## src/rtl/sensor_conditioner.sv

```systemverilog
// rtl/sensor_conditioner.sv - sync + debounce for four sensors and the silence button, with a stretched silence level.
// Define SENSOR_LATCH_EN to hold each risen sensor bit until the next accepted silence press.
`timescale 1ns/1ps
module sensor_conditioner #(
    parameter int DB_CYCLES = 16,
    parameter int SIL_HOLD  = 4
) (
    input  logic       CLK_ROSHI,
    input  logic       reset,
    input  logic [3:0] sens_raw,
    input  logic       btn_sil_raw,
    output logic [3:0] sensores,
    output logic       silenciar,
    output logic       sens_evt
);

    localparam int CW = $clog2(DB_CYCLES + 1);
    localparam int SW = $clog2(SIL_HOLD + 1);
    localparam logic [CW-1:0] CNT_LAST = CW'(DB_CYCLES - 1);
    localparam logic [SW-1:0] SIL_LOAD = SW'(SIL_HOLD);

    // Channel 4 is the silence button, channels 3..0 the sensors.
    logic [4:0]    raw_all;
    logic [4:0]    s1, s2, db, db_nxt;
    logic [CW-1:0] cnt     [5];
    logic [CW-1:0] cnt_nxt [5];
    logic [3:0]    sens_rise;
    logic          btn_q;
    logic          sil_load;
    logic [SW-1:0] sil_cnt;

    assign raw_all = {btn_sil_raw, sens_raw};

    always_comb begin
        for (int i = 0; i < 5; i++) begin
            db_nxt[i]  = db[i];
            cnt_nxt[i] = '0;
            if (s2[i] != db[i]) begin
                if (cnt[i] == CNT_LAST) begin
                    db_nxt[i] = s2[i];
                end else begin
                    cnt_nxt[i] = cnt[i] + CW'(1);
                end
            end
        end
    end

    always_ff @(posedge CLK_ROSHI) begin
        if (reset) begin
            s1 <= '0;
            s2 <= '0;
            db <= '0;
            for (int i = 0; i < 5; i++) begin
                cnt[i] <= '0;
            end
        end else begin
            s1 <= raw_all;
            s2 <= s1;
            db <= db_nxt;
            for (int i = 0; i < 5; i++) begin
                cnt[i] <= cnt_nxt[i];
            end
        end
    end

    assign sens_rise = db_nxt[3:0] & ~db[3:0];

    always_ff @(posedge CLK_ROSHI) begin
        if (reset) begin
            sens_evt <= 1'b0;
        end else begin
            sens_evt <= |sens_rise;
        end
    end

    // Press detection uses the registered button level, so the stretch starts one edge after db_btn rises.
    assign sil_load = db[4] & ~btn_q;

    always_ff @(posedge CLK_ROSHI) begin
        if (reset) begin
            btn_q   <= 1'b0;
            sil_cnt <= '0;
        end else begin
            btn_q <= db[4];
            if (sil_load) begin
                sil_cnt <= SIL_LOAD;
            end else if (sil_cnt != '0) begin
                sil_cnt <= sil_cnt - SW'(1);
            end
        end
    end

    assign silenciar = (sil_cnt != '0);

`ifdef SENSOR_LATCH_EN
    logic [3:0] lat;

    // A rise on the same edge as the clear wins, so it is ORed in after the clear.
    always_ff @(posedge CLK_ROSHI) begin
        if (reset) begin
            lat <= '0;
        end else begin
            lat <= (sil_load ? 4'b0000 : lat) | sens_rise;
        end
    end

    assign sensores = db[3:0] | lat;
`else
    assign sensores = db[3:0];
`endif

endmodule
```

## config.mk

```make
export PLATFORM = sky130hd
export DESIGN_NAME = sensor_conditioner
export DESIGN_NICKNAME = d
export VERILOG_FILES = /design/src/rtl/sensor_conditioner.sv
export SDC_FILE = /design/constraint.sdc
export NUM_CORES = 1
export LEC_CHECK = 0
export ABC_AREA = 0
export CAP_MARGIN = 20
export CORE_UTILIZATION = 35
export CTS_CLUSTER_SIZE = 24
export DETAILED_ROUTE_END_ITERATION = 10
export PLACE_DENSITY = 0.54
export SETUP_SLACK_MARGIN = 0.5
export SLEW_MARGIN = 20
export SYNTH_ARGS = -nofsm -noshare
export SYNTH_HDL_FRONTEND = slang
export SYNTH_SLANG_ARGS = --single-unit
export TNS_END_PERCENT = 1
```

## constraint.sdc

```tcl
create_clock -name CLK_ROSHI -period 4.35 [get_ports CLK_ROSHI]
set_clock_uncertainty 0.05 [all_clocks]
set_input_delay 1.0875 -clock CLK_ROSHI [delete_from_list [all_inputs] [get_ports CLK_ROSHI]]
set_output_delay 1.0875 -clock CLK_ROSHI [all_outputs]
set_load 0.005 [all_outputs]
```

==> key figures <==
Place
  • # port buffers: 12
  • Post-DP HPWL: around 1.8 mm
  • Cell total after placement: between 200 and 250
  • GP Congestion: around 0.64
  • Post-DP Area: ~1900 um^2

Routing
  • Number of remaining DRC errors: 0
  • Final antenna-violating net count: 0
  • Top Layer Used: met4
  • Met2 WL: around 1.2 mm
  • Total Wirelength: approximately 2.3 mm
  • Met3 Routed Length: about 99 um
  • Vias per inst: roughly 4.3
  • DRT Pass-1 Iters: 4
  • Metal-1 WL: 1.03 mm
  • WL per Instance: about 9.4 um
  • Iter 0 DRT Violations: 23
  • Vias: 1064

Critical path
  • Worst EP arrival: 1.71 ns
  • CP max FO: 5
  • Crit. End Element: primary output
  • Data required time of the worst path: 3.21 ns
  • Setup CP Type: register to primary output
  • Critical path launch point type: register

Power and ir drop
  • VDD IR max: 238 uV
  • Leak: around 0.75 nW
  • Pwr Density: 376 nW/um^2

Clocking
  • CTS hold repair buffers: 0
  • Root Driver: clkbuf_8
  • Sinks on Clock Net: 45
  • CTS tree: done
  • Clock Latency Late Sink: 0.28 ns
  • Clock transition at the registers of the reported paths: 0.07 ns
  • CTS Buf Count: 5
  • Post-CTS Setup Inserts: 0
  • Post-CTS Resized: 0
  • CTS max path bufs: 2
  • H-tree Lvls: 2

Global routing
  • GRT Util Overall: 11.1%
  • Initial antenna violation count: 0
  • First-pass GRT wire length: approximately 4.4 mm
  • Vias in the first global route: around 1100
  • GRT Residual Overflow: 0
  • Largest net degree at the start of global routing: 26

STA
  • Tightest Pin Transition: 0.822 ns
  • Fmax: between 0.3 and 0.4 GHz
  • Final worst-path cycle share: about two thirds
  • Slew headroom: a little under half
  • Tmin final: 2.85 ns
  • Final setup violation count: 0
  • Final hold viol count: 0
  • Final count of pins violating max slew: 0
  • Total negative slack: 0 ns
  • RSZ-0062 raised after global routing: false

Finish
  • Final Core Density: 41.7%
  • Multi-input gate area in the final layout: slightly above 700 um^2
  • FF+latch area: about 900 um^2
  • NumNets Final: just over 200
  • Layout cells sized above 1: under 10%
  • Layout fillers: 480
  • Fin cells: between 200 and 300
  • Area Overhead vs Synth: 14.7%
  • N_diodes: 0
  • Cell area after layout: between 1500 and 2000 um^2

Logic synthesis
  • EDFF count, synth: 0
  • Synth cell types: 22
  • Syn Area/Cell: around 10 um^2
  • Commonest cells in the netlist: 45 x dfxtp_1, 30 x nor2_1, 15 x inv_1, 13 x ha_1, 12 x nor2b_1
  • Post-Syn Instances: 170
  • Post-synth top area share: between 50% and 60%
  • Seq/Total Area, Yosys: between 50% and 60%
  • Flops & latches, synth: 45
  • Main flop type after synthesis: dfxtp_1
  • Synth top area cells: dfxtp_1 52%, ha_1 9.5%, nor2_1 6.6%
  • Synth area leader: dfxtp_1
  • Top-count cell post-synth: dfxtp_1
  • Yosys warnings: 0
  • Synth async-reset ratio: 0%
  • Post-synth net total: 190
  • Synth Cell Area: 1720 um^2

Die
  • Ports: 13
  • FP Rows: 25
  • Die Wd: 72.0 um
  • Core area: ~4700 um^2
  • Die outline area: slightly above 5000 um^2
  • Height of the die: between 70 and 80 um
  • Initial Util: a little over a third

Min path
  • Hold crit path type: register to register

Run
  • Max Cap Viol: 0

Status
  • Status: completed
## final timing paths
path / from / end / slack [ns] / depth (start not counted)
worst max-delay path: sil_cnt[0] / silenciar / 1.50 / 5
worst min-delay path: s1[1] / s2[1] / 0.39 / 1
worst min register to register: s1[1] / s2[1] / 0.39 / 1
worst max register to register: cnt[0][15] / cnt[0][18] / 2.76 / 5
## cell type report
type                            instances  area share (%)
Tap cell                               67            4.26
Inverter                               15            2.86
Timing Repair Buffer                   12            6.10
Multi-Input combinational cell        104            36.7
Sequential cell                        45            45.7
Clock buffer                            7            4.38
## layer usage
| layer | track usage, % | up-vias |
|---|---|---|
| li1 | - | 564 |
| met1 | 12.0 | 479 |
| met2 | 19.5 | 16 |
| met3 | 4.17 | 5 |
| met4 | 4.58 | 0 |
| met5 | 0 | - |
## logic make-up (layout without fill, tap and decap cells)
family                     after synthesis  count (layout)  share of synthesized area [%]
xor gates and xnor gates                16              16                           8.16
DFF                                     45              45                           52.5
AOI/OAI and AO/OA                        6               6                           2.19
muxes                                    3               3                           1.75
and+or+nand+nor                         66              66                           20.5
adders and majority gates               13              13                           9.48
buffers and inverters                   21              34                           5.47
## power by group
| part | switching, mW | internal [mW] | total [mW] |
|---|---|---|---|
| sequential | 0.00630 | 0.423 | 0.430 |
| combinational | 0.0300 | 0.0334 | 0.0635 |
| clock | 0.122 | 0.126 | 0.248 |
| total | 0.158 | 0.583 | 0.741 |
## critical path: stages (launching register included)
cell,delay [ns]
dfxtp_1,0.35
inv_1,0.05
ha_1,0.20
ha_1,0.24
inv_1,0.09
clkdlybuf4s50_1,0.50
## sequential cells by signal, indices dropped and copies added (netlist names)
register / flops
cnt: 25
sens_evt: 1
btn_q: 1
db: 5
s2: 5
s1: 5
sil_cnt: 3
## stage by stage
stage / worst slack (ns) / power [mW] / hold WS (ns)
floorplan: 2.35 / 0.481 / 0.364
global placement: 1.60 / 0.500 / 0.372
detailed placement: 1.55 / 0.504 / 0.377
CTS: 1.47 / 0.756 / 0.394
global route: 1.40 / 0.782 / 0.415
finish: 1.50 / 0.741 / 0.392
## cell usage in the layout (no fill, tap or decap), types with 2 or more instances in the layout
cell type and n:
a21oi_1 3, and3_1 5, clkbuf_8 6, clkdlybuf4s50_1 12, dfxtp_1 45, ha_1 13
inv_1 15, mux2i_1 3, nand2_1 2, nand2b_1 2, nand3_1 5, nand3b_1 2
nor2_1 30, nor2b_1 12, nor3_1 2, or3_4 5, xnor2_1 10, xor2_1 6
Note: power is estimated with default switching activity, not from simulation.
